$ cat src/rtl/rgmii_clk_pkg.sv
// rtl/rgmii_clk_pkg.sv - shared speed encodings, FSM states and helpers for the RGMII clock generator
package rgmii_clk_pkg;

    localparam logic [1:0] SPD_10   = 2'b00;
    localparam logic [1:0] SPD_100  = 2'b01;
    localparam logic [1:0] SPD_1000 = 2'b10;

    typedef enum logic [1:0] {
        RUN   = 2'd0,
        DRAIN = 2'd1,
        HOLD  = 2'd2
    } state_t;

    // Number of bits needed to count 0..value-1 (returns 0 for value <= 1).
    function automatic int clog2(input int value);
        int r;
        r = 0;
        while ((1 << r) < value) begin
            r = r + 1;
        end
        return r;
    endfunction

endpackage

$ cat src/rtl/rgmii_speed_sync.sv
// rtl/rgmii_speed_sync.sv - multi-stage synchroniser for the asynchronous speed request
module rgmii_speed_sync
    import rgmii_clk_pkg::*;
#(
    parameter int STAGES = 2
) (
    input  logic       i_clk,
    input  logic       i_rst,
    input  logic [1:0] i_speed,
    output logic [1:0] o_speed
);

    logic [1:0] r_sync [STAGES];

    // Shift the request through STAGES flops; reset to gigabit so the clock starts in bypass.
    always_ff @(posedge i_clk or posedge i_rst) begin
        if (i_rst) begin
            for (int i = 0; i < STAGES; i++) begin
                r_sync[i] <= SPD_1000;
            end
        end else begin
            r_sync[0] <= i_speed;
            for (int i = 1; i < STAGES; i++) begin
                r_sync[i] <= r_sync[i-1];
            end
        end
    end

    // 2'b11 is treated as gigabit so downstream logic only ever sees three encodings.
    assign o_speed = r_sync[STAGES-1][1] ? SPD_1000 : r_sync[STAGES-1];

endmodule

$ cat src/rtl/rgmii_clk_gen.sv
// rtl/rgmii_clk_gen.sv - glitch-free RGMII MAC clock generator (bypass / divide-by-N)
module rgmii_clk_gen
    import rgmii_clk_pkg::*;
#(
    parameter int DIV_100     = 5,
    parameter int DIV_10      = 50,
    parameter int CNT_W       = 6,
    parameter int SYNC_STAGES = 2,
    parameter int HOLD_CYCLES = 4
) (
    input  logic       clk,
    input  logic       reset,
    input  logic [1:0] eth_speed,
    output logic       mac_clk,
    output logic       mac_clk_en,
    output logic [1:0] speed_active,
    output logic       switching
);

    localparam int DIV_MAX = (DIV_100 > DIV_10) ? DIV_100 : DIV_10;
    localparam int HOLD_W  = (HOLD_CYCLES < 2) ? 1 : clog2(HOLD_CYCLES);

    localparam logic [CNT_W-1:0]  L100_LAST = CNT_W'(DIV_100 - 1);
    localparam logic [CNT_W-1:0]  L100_HALF = CNT_W'(DIV_100 / 2);
    localparam logic [CNT_W-1:0]  L10_LAST  = CNT_W'(DIV_10 - 1);
    localparam logic [CNT_W-1:0]  L10_HALF  = CNT_W'(DIV_10 / 2);
    localparam logic [HOLD_W-1:0] HOLD_LAST = HOLD_W'(HOLD_CYCLES - 1);

    generate
        if (DIV_100 < 2 || DIV_10 < 2 || HOLD_CYCLES < 1 || SYNC_STAGES < 2 ||
            CNT_W < clog2(DIV_MAX)) begin : g_param_err
            $error("rgmii_clk_gen: illegal parameter combination");
        end
    endgenerate

    state_t            r_state;
    state_t            w_state_nxt;
    logic [HOLD_W-1:0] r_hold_cnt;
    logic [1:0]        r_speed_active;
    logic [1:0]        r_spd_d;
    logic [CNT_W-1:0]  r_cnt;
    logic              r_clk_int;
    logic              r_gate_n;
    logic [1:0]        w_spd_s;
    logic              w_divided;
    logic              w_spd_changed;
    logic              w_div_step;
    logic [CNT_W-1:0]  w_last;
    logic [CNT_W-1:0]  w_half;

    rgmii_speed_sync #(
        .STAGES (SYNC_STAGES)
    ) u_speed_sync (
        .i_clk   (clk),
        .i_rst   (reset),
        .i_speed (eth_speed),
        .o_speed (w_spd_s)
    );

    assign w_divided     = (r_speed_active != SPD_1000);
    assign w_spd_changed = (w_spd_s != r_spd_d);
    assign w_last        = (r_speed_active == SPD_10) ? L10_LAST : L100_LAST;
    assign w_half        = (r_speed_active == SPD_10) ? L10_HALF : L100_HALF;
    // Keep dividing in RUN, and in DRAIN only long enough to finish a high phase already started.
    assign w_div_step    = ((r_state == RUN) && w_divided) || ((r_state == DRAIN) && r_clk_int);

    // State register.
    always_ff @(posedge clk or posedge reset) begin
        if (reset) begin
            r_state <= HOLD;
        end else begin
            r_state <= w_state_nxt;
        end
    end

    // Next state: leave RUN on any request change, drain until both clock sources are low, then hold.
    always_comb begin
        w_state_nxt = r_state;
        case (r_state)
            RUN:     if (w_spd_s != r_speed_active) w_state_nxt = DRAIN;
            DRAIN:   if (!r_clk_int && !r_gate_n)   w_state_nxt = HOLD;
            HOLD:    if (!w_spd_changed && r_hold_cnt == HOLD_LAST) w_state_nxt = RUN;
            default: w_state_nxt = HOLD;
        endcase
    end

    // Hold counter restarts whenever the request moves; the new speed is latched on leaving HOLD.
    always_ff @(posedge clk or posedge reset) begin
        if (reset) begin
            r_hold_cnt     <= '0;
            r_speed_active <= SPD_1000;
            r_spd_d        <= SPD_1000;
        end else begin
            r_spd_d <= w_spd_s;
            if (r_state != HOLD || w_spd_changed) begin
                r_hold_cnt <= '0;
            end else if (r_hold_cnt == HOLD_LAST) begin
                r_hold_cnt     <= '0;
                r_speed_active <= w_spd_s;
            end else begin
                r_hold_cnt <= r_hold_cnt + HOLD_W'(1);
            end
        end
    end

    // Divider: high for the first floor(DIV/2) counts of each period, parked at zero otherwise.
    always_ff @(posedge clk or posedge reset) begin
        if (reset) begin
            r_cnt     <= '0;
            r_clk_int <= 1'b0;
        end else if (w_div_step) begin
            r_cnt     <= (r_cnt == w_last) ? '0 : r_cnt + CNT_W'(1);
            r_clk_int <= (r_cnt < w_half);
        end else begin
            r_cnt     <= '0;
            r_clk_int <= 1'b0;
        end
    end

    // Bypass gate changes on the falling edge so it only moves while clk is low.
    always_ff @(negedge clk or posedge reset) begin
        if (reset) begin
            r_gate_n <= 1'b0;
        end else begin
            r_gate_n <= (r_state == RUN) && (r_speed_active == SPD_1000);
        end
    end

    assign mac_clk      = (clk & r_gate_n) | r_clk_int;
    assign mac_clk_en   = (r_state == RUN) && (!w_divided || r_cnt == '0);
    assign speed_active = r_speed_active;
    assign switching    = (r_state != RUN);

endmodule

$ cat config.mk
export PLATFORM = sky130hd
export DESIGN_NAME = rgmii_clk_gen
export DESIGN_NICKNAME = d
export VERILOG_FILES = /design/src/rtl/rgmii_clk_pkg.sv /design/src/rtl/rgmii_speed_sync.sv /design/src/rtl/rgmii_clk_gen.sv
export SDC_FILE = /design/constraint.sdc
export NUM_CORES = 1
export LEC_CHECK = 0
export CAP_MARGIN = 20
export CORE_UTILIZATION = 30
export DETAILED_ROUTE_END_ITERATION = 10
export PLACE_DENSITY_LB_ADDON = 0.15
export SKIP_LAST_GASP = 1
export SLEW_MARGIN = 0
export SYNTH_ARGS = -nofsm -noshare
export SYNTH_HDL_FRONTEND = slang
export SYNTH_SLANG_ARGS = --single-unit
$ cat constraint.sdc
create_clock -name clk -period 3.65 [get_ports clk]
set_input_delay 0.73 -clock clk [delete_from_list [all_inputs] [get_ports clk]]
set_output_delay 0.73 -clock clk [all_outputs]
set_load 0.005 [all_outputs]
==> flow_summary.toml, run 1 <==
[yosys]
synth.ff_latch_count = 20
syn-num-nets = 112
yosysUniqueCellTypes = 34
ys.flop_type = "dfrtp_1"
synth_enable_flop_cells = 0
synth_area_leaders = "dfrtp_1, dfstp_2, ha_1, inv_1, nor2_1"
yosysTopAreaCellShare = 0.331
async_reset_ff_frac = 1.00
ys.warnings.count = 0
synthesis.instances = 101
yosysTopAreaCell = "dfrtp_1"
syn_avg_cell_area_um2 = 10.5
ys_seq_area_frac = 0.479
syn_area_um2 = 1060

[cells_and_area]
diodes = 0
final_common_cell = "dfrtp_1"
multi_input_area_um2 = 497
final_area_um2 = 1260
finish.utilization = 0.374
fillCellCount = 368
layout_common_cells = "dfrtp_1, nor2_1, inv_1"
layout.nets = 127
register_area_um2 = 507
syn_to_final_growth_pct = 18.8
drive_gt1_frac = 0.183

[placement]
hpwl_um = 1400
io_buffers = 8
gp_congestion = 0.718
placed_area_um2 = 1190

[critical_path]
critPathArrivalTime_ns = 2.89
crit_type = "reg -> out"
critPathRequiredTime_ns = 2.92
critPathBufInv = 1
crit_chain = "a21o_1 -> buf_2"
r2r-end = "r_gate_n$_DFF_NP0_"
crit_path_max_incr_delay_ns = 0.43
reg2reg_from = "r_state[1]$_DFFE_PP1P_"
critPathLaunchType = "flip-flop"
startpoint = "r_gate_n$_DFF_NP0_"
critPathMaxFanout = 2
critPathSlowestCell = "dfrtn_1"
crit_family = "flip-flops"
reg2regPathDepth = 2
crit_path_end_kind = "primary output"
r2r_slack_ns = 0.91
worst-path-stages = 2

[grt]
grt_first_pass_wirelength_um = 3470
grt.total_usage = 0.134
grt_max_degree = 20
antenna_found_initial = 0
grt-ovfl-total = 0
grt_pass1_vias = 768

[power]
power_leakage_nw = 0.557
p_seq_frac = 0.460
clkPwrFrac = 0.414
power_density_nw_per_um2 = 449
ir_drop_uv = 185
switching_share = 0.243
combPwrFrac = 0.126
switchingPower_mw = 0.137
internal-power_mw = 0.427
power_mw = 0.564

[floorplanning]
fp.dieArea_um2 = 3770
ios = 9
core_um2 = 3360
die_h_um = 61.4
row_count = 21
start_util = 0.314
die-width_um = 61.4

[clock_network]
cts_tree = "built"
clk_pin_slew_worst_paths_ns = 0.13
cts_hold_buf = 0
worstSkewPairLatency_ns = 0.41

[min_path]
whs_endpoint = "u_speed_sync.r_sync[1]$_DFF_PP1_"
holdPathStages = 0
hold_start = "u_speed_sync.r_sync[3]$_DFF_PP1_"
hold_class = "reg -> reg"

[drt]
drt-total-wl_um = 1930
first_pass_iters = 4
ant_nets = 0
vias_per_cell = 4.67
remaining_drc_errors = 0
wl_per_cell_um = 12.0
drt_first_iter_violations = 40
vias = 752

[timing]
hold_violations = 0
fin_skew_ns = 0.00663
slew_headroom = 0.716
timing.hold.ws_ns = 0.358
setup_violations = 0
rsz0062_at_grt = "true"
slew_viol_final = 0
tightest_slew_ns = 0.422

[run_status]
status = "finished clean"

[run]
maxCapViolations = 0
==> cells by family after synthesis <==
logic type,after synthesis,share of synthesized area
and+or+nand+nor,36,0.185
buffers and inverters,12,0.0509
DFF,20,0.479
adders and majority gates,7,0.0828
xor gates and xnor gates,4,0.0331
AOI/OAI and AO/OA,22,0.169
==> per-stage QoR <==
stage	setup TNS, ns	setup WS [ns]	instances
6_report	0	0.0335	161
2_1_floorplan	0	0.595	101
3_3_place_gp	0	0.127	154
4_1_cts	0	0.00217	161
3_5_place_dp	0	0.116	154
5_1_grt	-0.0400	-0.0400	161
==> timing repair <==
| action | 4_1_cts | 5_1_grt |
|---|---|---|
| buffers inserted | 0 | 0 |
| setup endpoints to repair | 1 | 1 |
| pin swaps | 1 | 0 |
| resized for setup | 4 | 0 |
| hold endpoints to repair | 0 | 0 |
==> synthesized netlist by cell type, types with 2 or more instances <==
library cell  number
dfrtp_1           14
dfstp_2            5
nand2_1            6
a21o_1             2
nor2_1            10
nand3_1            4
a31oi_1            2
and3_1             2
nor3_1             3
xor2_1             3
inv_1             10
o21ai_0            4
a21oi_1            7
ha_1               7
nor2b_1            3
==> state kept, by name (all words and copies together) (netlist names) <==
name and count:
r_clk_int 1, r_spd_d 2, r_gate_n 1, u_speed_sync.r_sync 4
r_hold_cnt 2, r_state 2, r_cnt 6, speed_active 2
==> how the worst max path moves through the flow <==
stage | end | slack [ns]
final | mac_clk | 0.03
after global routing | mac_clk | -0.04
after CTS | mac_clk | 0.002
after detailed placement | mac_clk | 0.12
after global placement | mac_clk | 0.13
after floorplan | mac_clk | 0.59
==> worst reg2reg max path: stages (launching register included) <==
cell and delay (ns):
dfstp_2 0.58, or2_2 0.14, nor3_1 0.05
==> area by class of cell <==
cell class                      count  share of cell area
Sequential cell                    20               0.403
Multi-Input combinational cell     69               0.395
Timing Repair Buffer                8              0.0618
Tap cell                           46              0.0458
Clock buffer                        7              0.0398
Inverter                           10              0.0299
Clock inverter                      1              0.0239
==> routing by layer <==
layer | global-route usage | wire (µm) | vias to the layer above
met5 | 0 | 0 | -
met4 | 0.0762 | 14 | 0
met3 | 0.0588 | 71 | 3
met2 | 0.177 | 841 | 11
met1 | 0.182 | 1000 | 362
li1 | - | - | 376
==> power groups by stage <==
| stage | Clock, mW | Combinational [mW] | Sequential, mW |
|---|---|---|---|
| CTS | 0.244 | 0.0730 | 0.260 |
| global placement | 0.00522 | 0.0720 | 0.263 |
| detailed placement | 0.00522 | 0.0728 | 0.264 |
| finish | 0.234 | 0.0711 | 0.259 |
| global route | 0.255 | 0.0832 | 0.263 |
| floorplan | 0.00205 | 0.0593 | 0.253 |
Power figures use the tool's default switching activity.
==> run 2, diff against run 1 <==
--- a/config.mk
+++ b/config.mk
@@ -6,6 +6,7 @@
 export NUM_CORES = 1
 export LEC_CHECK = 0
 export CAP_MARGIN = 20
+export CORE_MARGIN = 2
 export CORE_UTILIZATION = 30
 export DETAILED_ROUTE_END_ITERATION = 10
 export PLACE_DENSITY_LB_ADDON = 0.15
==> run 2 against run 1 <==
Compared with the run above: global-route usage is 2.3 points lower; core utilization did not move; sequential power is essentially flat; die area rose by 6.6%; combinational power about the same; setup slack better by 0.011 ns; clock skew decreased by 0.0020 ns; count of clock-buffer cells in the layout did not move; sequential cell count stayed put; non-clock buffer count unchanged; final area unchanged; wire length shrank 1.9%; critical path type unchanged.
==> flow_summary.toml, run 2 (synthesized netlist as in run 1, its figures left out) <==
[placement]
io_buffers = 8
pre_cts_ws_ns = 0.119
placed_area_um2 = 1190
placed_cells = 154
hpwl_um = 1390
gp_congestion = 0.731

[grt]
antenna_found_initial = 0
grt_pass1_vias = 743
grt_first_pass_wirelength_um = 3440
grt_max_degree = 20
grt.total_usage = 0.112
grt-ovfl-total = 0

[critical_path]
critPathMaxFanout = 2
worst-path-stages = 2
critPathSlowestCell = "dfrtn_1"
r2r-end = "r_gate_n$_DFF_NP0_"
critPathArrivalTime_ns = 2.88
startpoint = "r_gate_n$_DFF_NP0_"
crit_family = "flip-flops"
crit_path_end = "mac_clk"
reg2regPathDepth = 2
reg2reg_from = "r_state[1]$_DFFE_PP1P_"
critPathLaunchType = "flip-flop"
crit_chain = "a21o_1 -> buf_2"
crit_path_end_kind = "primary output"
critPathRequiredTime_ns = 2.92
critPathBufInv = 1
crit_type = "reg -> out"
r2r_slack_ns = 0.91
crit_path_max_incr_delay_ns = 0.42

[cells_and_area]
final_common_cell = "dfrtp_1"
finish.utilization = 0.374
largest_register = "r_cnt"
stdcell_count = 161
layout_common_cells = "dfrtp_1, nor2_1, inv_1"
top_regs = "r_cnt: 6 flops, u_speed_sync.r_sync: 4 flops"
fillCellCount = 364
final_area_um2 = 1260
largest_register_ffs = 6
diodes = 0
layout.nets = 127
drive_gt1_frac = 0.183
syn_to_final_growth_pct = 18.8

[drt]
first_pass_iters = 4
drt-total-wl_um = 1900
vias_per_cell = 4.55
wl_per_cell_um = 11.8
drt_first_iter_violations = 53
ant_nets = 0
remaining_drc_errors = 0
vias = 733

[power]
power_density_nw_per_um2 = 450
clkPwrFrac = 0.416
internal-power_mw = 0.427
power_leakage_nw = 0.557
power_mw = 0.565
ir_drop_uv = 147
p_seq_frac = 0.458
switchingPower_mw = 0.138
switching_share = 0.244
combPwrFrac = 0.125

[floorplanning]
core_um2 = 3360
die-width_um = 63.4
start_util = 0.314
ios = 9
fp.dieArea_um2 = 4020
row_count = 21
die_h_um = 63.4

[timing]
hold_violations = 0
rsz0062_at_grt = "true"
slew_viol_final = 0
timing.hold.ws_ns = 0.363
fin_skew_ns = 0.00464
timing.final.ws_setup_ns = 0.0448
slew_headroom = 0.687
setup_tns_ns = 0
setup_violations = 0
tightest_slew_ns = 0.465

[min_path]
hold_class = "reg -> reg"
hold_start = "u_speed_sync.r_sync[2]$_DFF_PP0_"

[clock_network]
cts_setup_buffers = 0
clk_pin_slew_worst_paths_ns = 0.12
cts_hold_buf = 0
cts_tree = "built"
worstSkewPairLatency_ns = 0.42

[run_status]
status = "finished clean"

[run]
maxCapViolations = 0
==> run 2: cell counts in the layout (fill, tap and decap cells not counted) <==
No cell type changed its count.
==> run 2: what timing repair did <==
item,in CTS,in global routing
resized for setup,4,0
endpoints found under the setup margin,1,1
pin swaps,1,0
==> run 2: area by class of cell <==
class	instances	area, µm²	share of cell area
repair buffers	8	77.6	0.0618
multi-input cells	69	497	0.395
well taps	46	57.6	0.0458
flip-flops and latches	20	507	0.403
clock buffers	7	50.0	0.0398
clock inverters	1	30.0	0.0239
inverters	10	37.5	0.0299
==> run 2: per-layer routing <==
layer,global-route usage,vias up,wire [µm]
li1,-,374,-
met2,0.143,19,788
met1,0.157,338,989
met5,0,-,0
met3,0.0518,2,111
met4,0.0489,0,7
==> run 2: worst min path at each step <==
stage / end / slack (ns) / depth (start not counted)
after CTS: u_speed_sync.r_sync[0]$_DFF_PP0_ / 0.36 / 0
after global routing: u_speed_sync.r_sync[0]$_DFF_PP0_ / 0.37 / 0
after global placement: u_speed_sync.r_sync[0]$_DFF_PP0_ / 0.34 / 0
after detailed placement: u_speed_sync.r_sync[0]$_DFF_PP0_ / 0.33 / 0
after floorplan: u_speed_sync.r_sync[0]$_DFF_PP0_ / 0.33 / 0
final: u_speed_sync.r_sync[0]$_DFF_PP0_ / 0.36 / 0
==> run 2: worst reg2reg max path: stages (launching register included) <==
cell and delay [ns]:
dfstp_2 0.58, or2_2 0.14, nor3_1 0.05
==> run 2: power by group through the flow <==
stage                     clock [mW]  sequential [mW]  combinational, mW
after floorplan              0.00205            0.253             0.0593
after global placement       0.00522            0.263             0.0723
after detailed placement     0.00522            0.264             0.0728
after CTS                      0.244            0.260             0.0726
after global routing           0.255            0.263             0.0801
final                          0.235            0.259             0.0709
==> variant 1: new RTL, config.mk and constraints of run 1 <==
Register the input `eth_speed` before use, cleared by the reset. The logic sees it one clock later.
--- a/src/rtl/rgmii_clk_gen.sv
+++ b/src/rtl/rgmii_clk_gen.sv
@@ -26,6 +26,16 @@
     localparam logic [CNT_W-1:0]  L10_HALF  = CNT_W'(DIV_10 / 2);
     localparam logic [HOLD_W-1:0] HOLD_LAST = HOLD_W'(HOLD_CYCLES - 1);
 
+    logic [1:0] eth_speed_q;
+
+    always_ff @(posedge clk or posedge reset) begin
+        if (reset) begin
+            eth_speed_q <= '0;
+        end else begin
+            eth_speed_q <= eth_speed;
+        end
+    end
+
     generate
         if (DIV_100 < 2 || DIV_10 < 2 || HOLD_CYCLES < 1 || SYNC_STAGES < 2 ||
             CNT_W < clog2(DIV_MAX)) begin : g_param_err
@@ -53,7 +63,7 @@
     ) u_speed_sync (
         .i_clk   (clk),
         .i_rst   (reset),
-        .i_speed (eth_speed),
+        .i_speed (eth_speed_q),
         .o_speed (w_spd_s)
     );
 
Function: not checked (the comparison handles one clock edge and no latches or derived clocks); the edit may change what the design does.
==> variant 1 against run 1 <==
Wire length up 2.6%; non-clock buffer count up 1; critical path depth up 1; total power up 5.5%; sequential cell count up 2; first-iteration DRC count down 45%; die area up 2.1%; synthesized area up 2.1%; setup slack better by 0.0078 ns; core utilization up 0.85 points; largest cell class unchanged; design area up 3.1%; synthesized cell count down 5.0%.
==> variant 1: results (changes against run 1) <==
| Metric | Value |
|---|---|
| Status | complete, no violations |
| Crit Reg-Reg Endpoint | r_state[0]$_DFFE_PP0P_ |
| Non-Clock Buffer Count | 9 (+1) |
| Seq area share | 43.0% (+2.7 points) |
| Met3 Wirelength | 94 um (+32%) |
| Post-Syn Instances | 96 (-5.0%) |
| Power Sequential | 0.277 mW (+7%) |
| Layout cells sized above 1 | 18.0% (-0.24 points) |
| Synth top cells by count | dfrtp_1, inv_1, nor2_1 |
| YS warnings | 0 (unchanged) |
| Final hold slack | 0.363 ns (+0.00462 ns) |
| P_leak | 0.548 nW (-1.6%) |
| Top cells by area, synth | dfrtp_1, dfstp_2, ha_1, nor4_1, a2111oi_2 |
| CTS clk-pin slew, worst paths | 0.13 ns (about the same) |
| Final clock-cell share | 6.18% (-0.19 points) |
| Final non-clock buffer share | 6.57% (+0.39 points) |
| VDD IR max | 0.000259 V (+40%) |
| GR Util met3 | 7.25% (+1.4 points) |
| GRT Resource Usage Total | 13.5% (+0.071 points) |
| DRT iter0 DRCs | 22 (-45%) |
| P_sw | 0.149 mW (+8.6%) |
| Clkbuf count | 7 (unchanged) |
| Gate power share | 13.6% (+1.0 points) |
| M1 WL | 1070 um (+6.5%) |
| GR met2 Demand/Resource | 17.5% (-0.22 points) |
| Hold Path Origin | u_speed_sync.r_sync[2]$_DFF_PP0_ |
| Pin count of the biggest net entering global routing | 22 (+10%) |
| Clock skew | 0.00437 ns (-0.00226 ns) |
| R2r worst-path depth | 4 (+2) |
| Syn nets | 105 (-6.3%) |
| Unique masters post-synth | 36 (+5.9%) |
| Min-Delay Endpoint | u_speed_sync.r_sync[0]$_DFF_PP0_ |
| Placed Cells | 149 (-3.2%) |
| Crit path arrival time | 2.88 ns (about the same) |
| Number of global-route vias before repair | 775 (+0.91%) |
| Worst R2R Setup Slack | 0.81 ns (-0.10 ns) |
| Layout Nets | 121 (-4.7%) |
| WL final | 1980 um (+2.6%) |
| Share of flip-flops with an asynchronous set or reset | 100% (unchanged) |
| Met1 Use GR | 18.1% (-0.095 points) |
| Inverters excl. clock | 7 (-3) |
| #FFs+latches synth | 22 (+10%) |
| Slew HR | 68.5% (-3.0 points) |
| Placed inst area | 1220 sq um (+2.6%) |
| Metal2 WL | 787 um (-6.4%) |
| DP Wirelength | 1380 um (-1.4%) |
| # fillers | 336 (-8.7%) |
| Setup Slack @ Placement | 0.0997 ns (-0.0161 ns) |
| WHS Path Cells | 0 (unchanged) |
| First-pass GRT wire length | 3480 um (+0.20%) |
| R2R Path Start | r_gate_n$_DFF_NP0_ |
| Multi-input logic portion of the cell area | 37.8% (-1.8 points) |
| RePlAce Congestion | 0.768 (+7.1%) |
| Final Instance Count excl. Fillers | 157 (-2.5%) |
| Sw Ratio | 25.1% (+0.72 points) |
| Via count | 753 (+0.13%) |
| Register area share after synthesis | 51.6% (+3.6 points) |
| Multi-input logic cell count | 65 (-5.8%) |
| Final std cell area, no fill | 1290 sq um (+3.1%) |
## variant 1: changes by cell type in the layout (fill, tap and decap cells not counted), sizes merged, moves of 3 or more
cell   change
a21oi      -5
inv        -3
nor2       -4
nor4       +5
## variant 1: worst max path at each step
stage                         end  slack (ns)  depth (start not counted)
after floorplan           mac_clk        0.60                          2
after global placement    mac_clk        0.13                          3
after detailed placement  mac_clk         0.1                          3
after CTS                 mac_clk        0.02                          3
after global routing      mac_clk       -0.06                          3
final                     mac_clk        0.04                          3
## variant 1: cell families (layout without fill, tap and decap cells)
logic type               count (synthesis)  in the layout  synth area share, %
AND/OR/NAND/NOR                         38             38                 23.1
adder cells (fa/ha/maj)                  5              5                 5.79
XOR/XNOR                                 5              5                 4.06
flip-flops                              22             22                 51.6
buffers and inverters                    9             24                 3.13
AO/OA/AOI/OAI                           17             17                 12.4
## variant 1: critical path, stage by stage (launching register included)
cell and delay (ns):
dfrtn_1 0.43, nand2_1 0.05, nand2_1 0.05, buf_2 0.10
==> variant 2: new RTL, flow settings as in run 1 <==
Without the edit above. Set the parameter `HOLD_CYCLES` to 8 (it was 4).
--- a/src/rtl/rgmii_clk_gen.sv
+++ b/src/rtl/rgmii_clk_gen.sv
@@ -6,7 +6,7 @@
     parameter int DIV_10      = 50,
     parameter int CNT_W       = 6,
     parameter int SYNC_STAGES = 2,
-    parameter int HOLD_CYCLES = 4
+    parameter int HOLD_CYCLES = 8
 ) (
     input  logic       clk,
     input  logic       reset,
Check against the original RTL: not checked (the comparison handles one clock edge and no latches or derived clocks); the edit may change what the design does.
==> variant 2 against run 1 <==
Final cell count up 3.1%; design area grew 1.7%; global-route usage fell by 1.4 points; setup slack improved by 0.021 ns; wire length rose by 2.0%; synthesized area increased by 3.2%; sequential cell count increased by 1; critical path type unchanged; critical endpoint unchanged.
Power is not compared: it rests on default switching activity, and its combinational part moved more than twofold at a synthesized area within 25%.
==> variant 2: results (changes against run 1) <==
| Metric | Value |
|---|---|
| M1 WL | 972 um (-3.2%) |
| Slowest CP cell | dfrtn_1 |
| Largest stage delay, worst path | 0.42 ns |
| Hold Crit Class | reg2reg |
| CTS clk-pin slew, worst paths | 0.12 ns |
| Register area share after synthesis | 48.7% (+0.81 points) |
| Tightest Pin Transition | 0.516 ns (+0.0943 ns) |
| Max Used Layer | met4 |
| RePlAce Congestion | 0.724 (+0.91%) |
| Number of global-route vias before repair | 804 (+4.7%) |
| Routed wire per std cell | 11.9 um (-1.1%) |
| Clock Latency Late Sink | 0.41 ns (about the same) |
| Hold Path Origin | u_speed_sync.r_sync[2]$_DFF_PP0_ |
| Status | complete, no violations |
| Met3 Wirelength | 135 um (+90%) |
| R2R Path Start | speed_active[1]$_DFFE_PP1P_ |
| Layout cells sized above 1 | 15.8% (-2.4 points) |
| Crit-path leading delay family | flip-flops |
| Clock skew | 0.00409 ns (-0.00255 ns) |
| DRT iter0 DRCs | 12 (-70%) |
| Unique masters post-synth | 33 (-2.9%) |
| N_diodes | 0 (unchanged) |
| Placed Cells | 159 (+3.2%) |
| Top cells by area, synth | dfrtp_1, dfstp_2, ha_1, inv_1, nor2_1 |
| Via count | 803 (+6.8%) |
| First-pass GRT wire length | 3600 um (+3.8%) |
| R2r worst-path depth | 2 (unchanged) |
| Vias per cell | 4.84 (+3.6%) |
| Drt first pass iters | 4 (unchanged) |
| Synth top cells by count | dfrtp_1, inv_1, nor2_1 |
| Metal2 WL | 824 um (-2.0%) |
| Crit Reg-Reg Endpoint | r_gate_n$_DFF_NP0_ |
| Number of I/O port buffers | 8 (unchanged) |
| DP Wirelength | 1450 um (+3.3%) |
| Setup Slack @ Placement | 0.113 ns (-0.00230 ns) |
| Share of flip-flops with an asynchronous set or reset | 100% (unchanged) |
| Syn nets | 117 (+4.5%) |
| P_sw | 0.104 mW |
| Setup bufs post-CTS | 0 (unchanged) |
| # fillers | 349 (-5.2%) |
| Initial antenna violation count | 0 (unchanged) |
| Post-Syn Instances | 105 (+4.0%) |
| Worst R2R Setup Slack | 0.80 ns (-0.11 ns) |
| Layout Nets | 133 (+4.7%) |
| Min-Delay Endpoint | u_speed_sync.r_sync[0]$_DFF_PP0_ |
| GRT Resource Usage Total | 12.0% (-1.4 points) |
| Largest registers | r_cnt x6, u_speed_sync.r_sync x4, r_hold_cnt x3 |
| Pin count of the biggest net entering global routing | 21 (+5.0%) |
| VDD IR max | 0.000160 V |
## variant 2: timing repair
| action | in CTS | in global routing |
|---|---|---|
| setup endpoints to repair | 1 | 1 |
| resized for setup | 4 | 0 |
| pin swaps | 0 | 1 |
## variant 2: worst max path at each step
stage	start	cells past startpoint	slack, ns	end
CTS	r_gate_n$_DFF_NP0_	2	0.01	mac_clk
finish	r_gate_n$_DFF_NP0_	2	0.05	mac_clk
detailed placement	r_gate_n$_DFF_NP0_	2	0.11	mac_clk
global placement	r_gate_n$_DFF_NP0_	2	0.13	mac_clk
floorplan	r_gate_n$_DFF_NP0_	1	0.59	mac_clk
global route	r_gate_n$_DFF_NP0_	2	-0.02	mac_clk
## variant 2: final cells by class
| class | count | area share [%] |
|---|---|---|
| Clock buffer | 7 | 3.92 |
| Clock inverter | 1 | 0.392 |
| Inverter | 10 | 2.94 |
| Multi-Input combinational cell | 73 | 40.5 |
| Sequential cell | 21 | 41.6 |
| Tap cell | 46 | 4.51 |
| Timing Repair Buffer | 8 | 6.07 |
## variant 2: worst register-to-register path, delay by kind of cell (launching register included)
kind             cells  cell delay, ns
flip-flops           1            0.62
AND/OR/NAND/NOR      2            0.45
## variant 2: cells by family (layout without fill, tap and decap cells)
logic type / after synthesis / count (layout) / synth area share [%]
adder cells (fa/ha/maj): 8 / 8 / 9.17
flip-flops: 21 / 21 / 48.7
AND/OR/NAND/NOR: 37 / 37 / 18.7
AO/OA/AOI/OAI: 24 / 24 / 16.4
buffers and inverters: 11 / 26 / 3.78
XOR/XNOR: 4 / 4 / 3.21
## variant 2: power by group through the flow
stage | Sequential (mW) | Clock, mW | Combinational (mW)
after floorplan | 0.250 | 0.000256 | 0.0192
after global placement | 0.251 | 0.000259 | 0.0293
after detailed placement | 0.251 | 0.000259 | 0.0296
after CTS | 0.247 | 0.170 | 0.0297
after global routing | 0.248 | 0.182 | 0.0338
final | 0.247 | 0.160 | 0.0288
## variant 2: through the flow
| stage | hold WS [ns] | cell area [sq um] | setup TNS, ns | utilization [%] |
|---|---|---|---|---|
| 6_report | 0.366 | 1280 | 0 | 37.4 |
| 5_1_grt | 0.382 | 1280 | -0.0223 | 37.4 |
| 4_1_cts | 0.362 | 1280 | 0 | 37.4 |
| 3_5_place_dp | 0.340 | 1230 | 0 | 36.1 |
| 3_3_place_gp | 0.338 | 1230 | 0 | 36.1 |
| 2_1_floorplan | 0.331 | 1090 | 0 | - |
## variant 2: per-layer routing
layer / vias up / global-route usage, %
met5: - / 0
met4: 0 / 6.98
met3: 6 / 4.41
met2: 21 / 16.3
met1: 375 / 16.1
li1: 401 / -
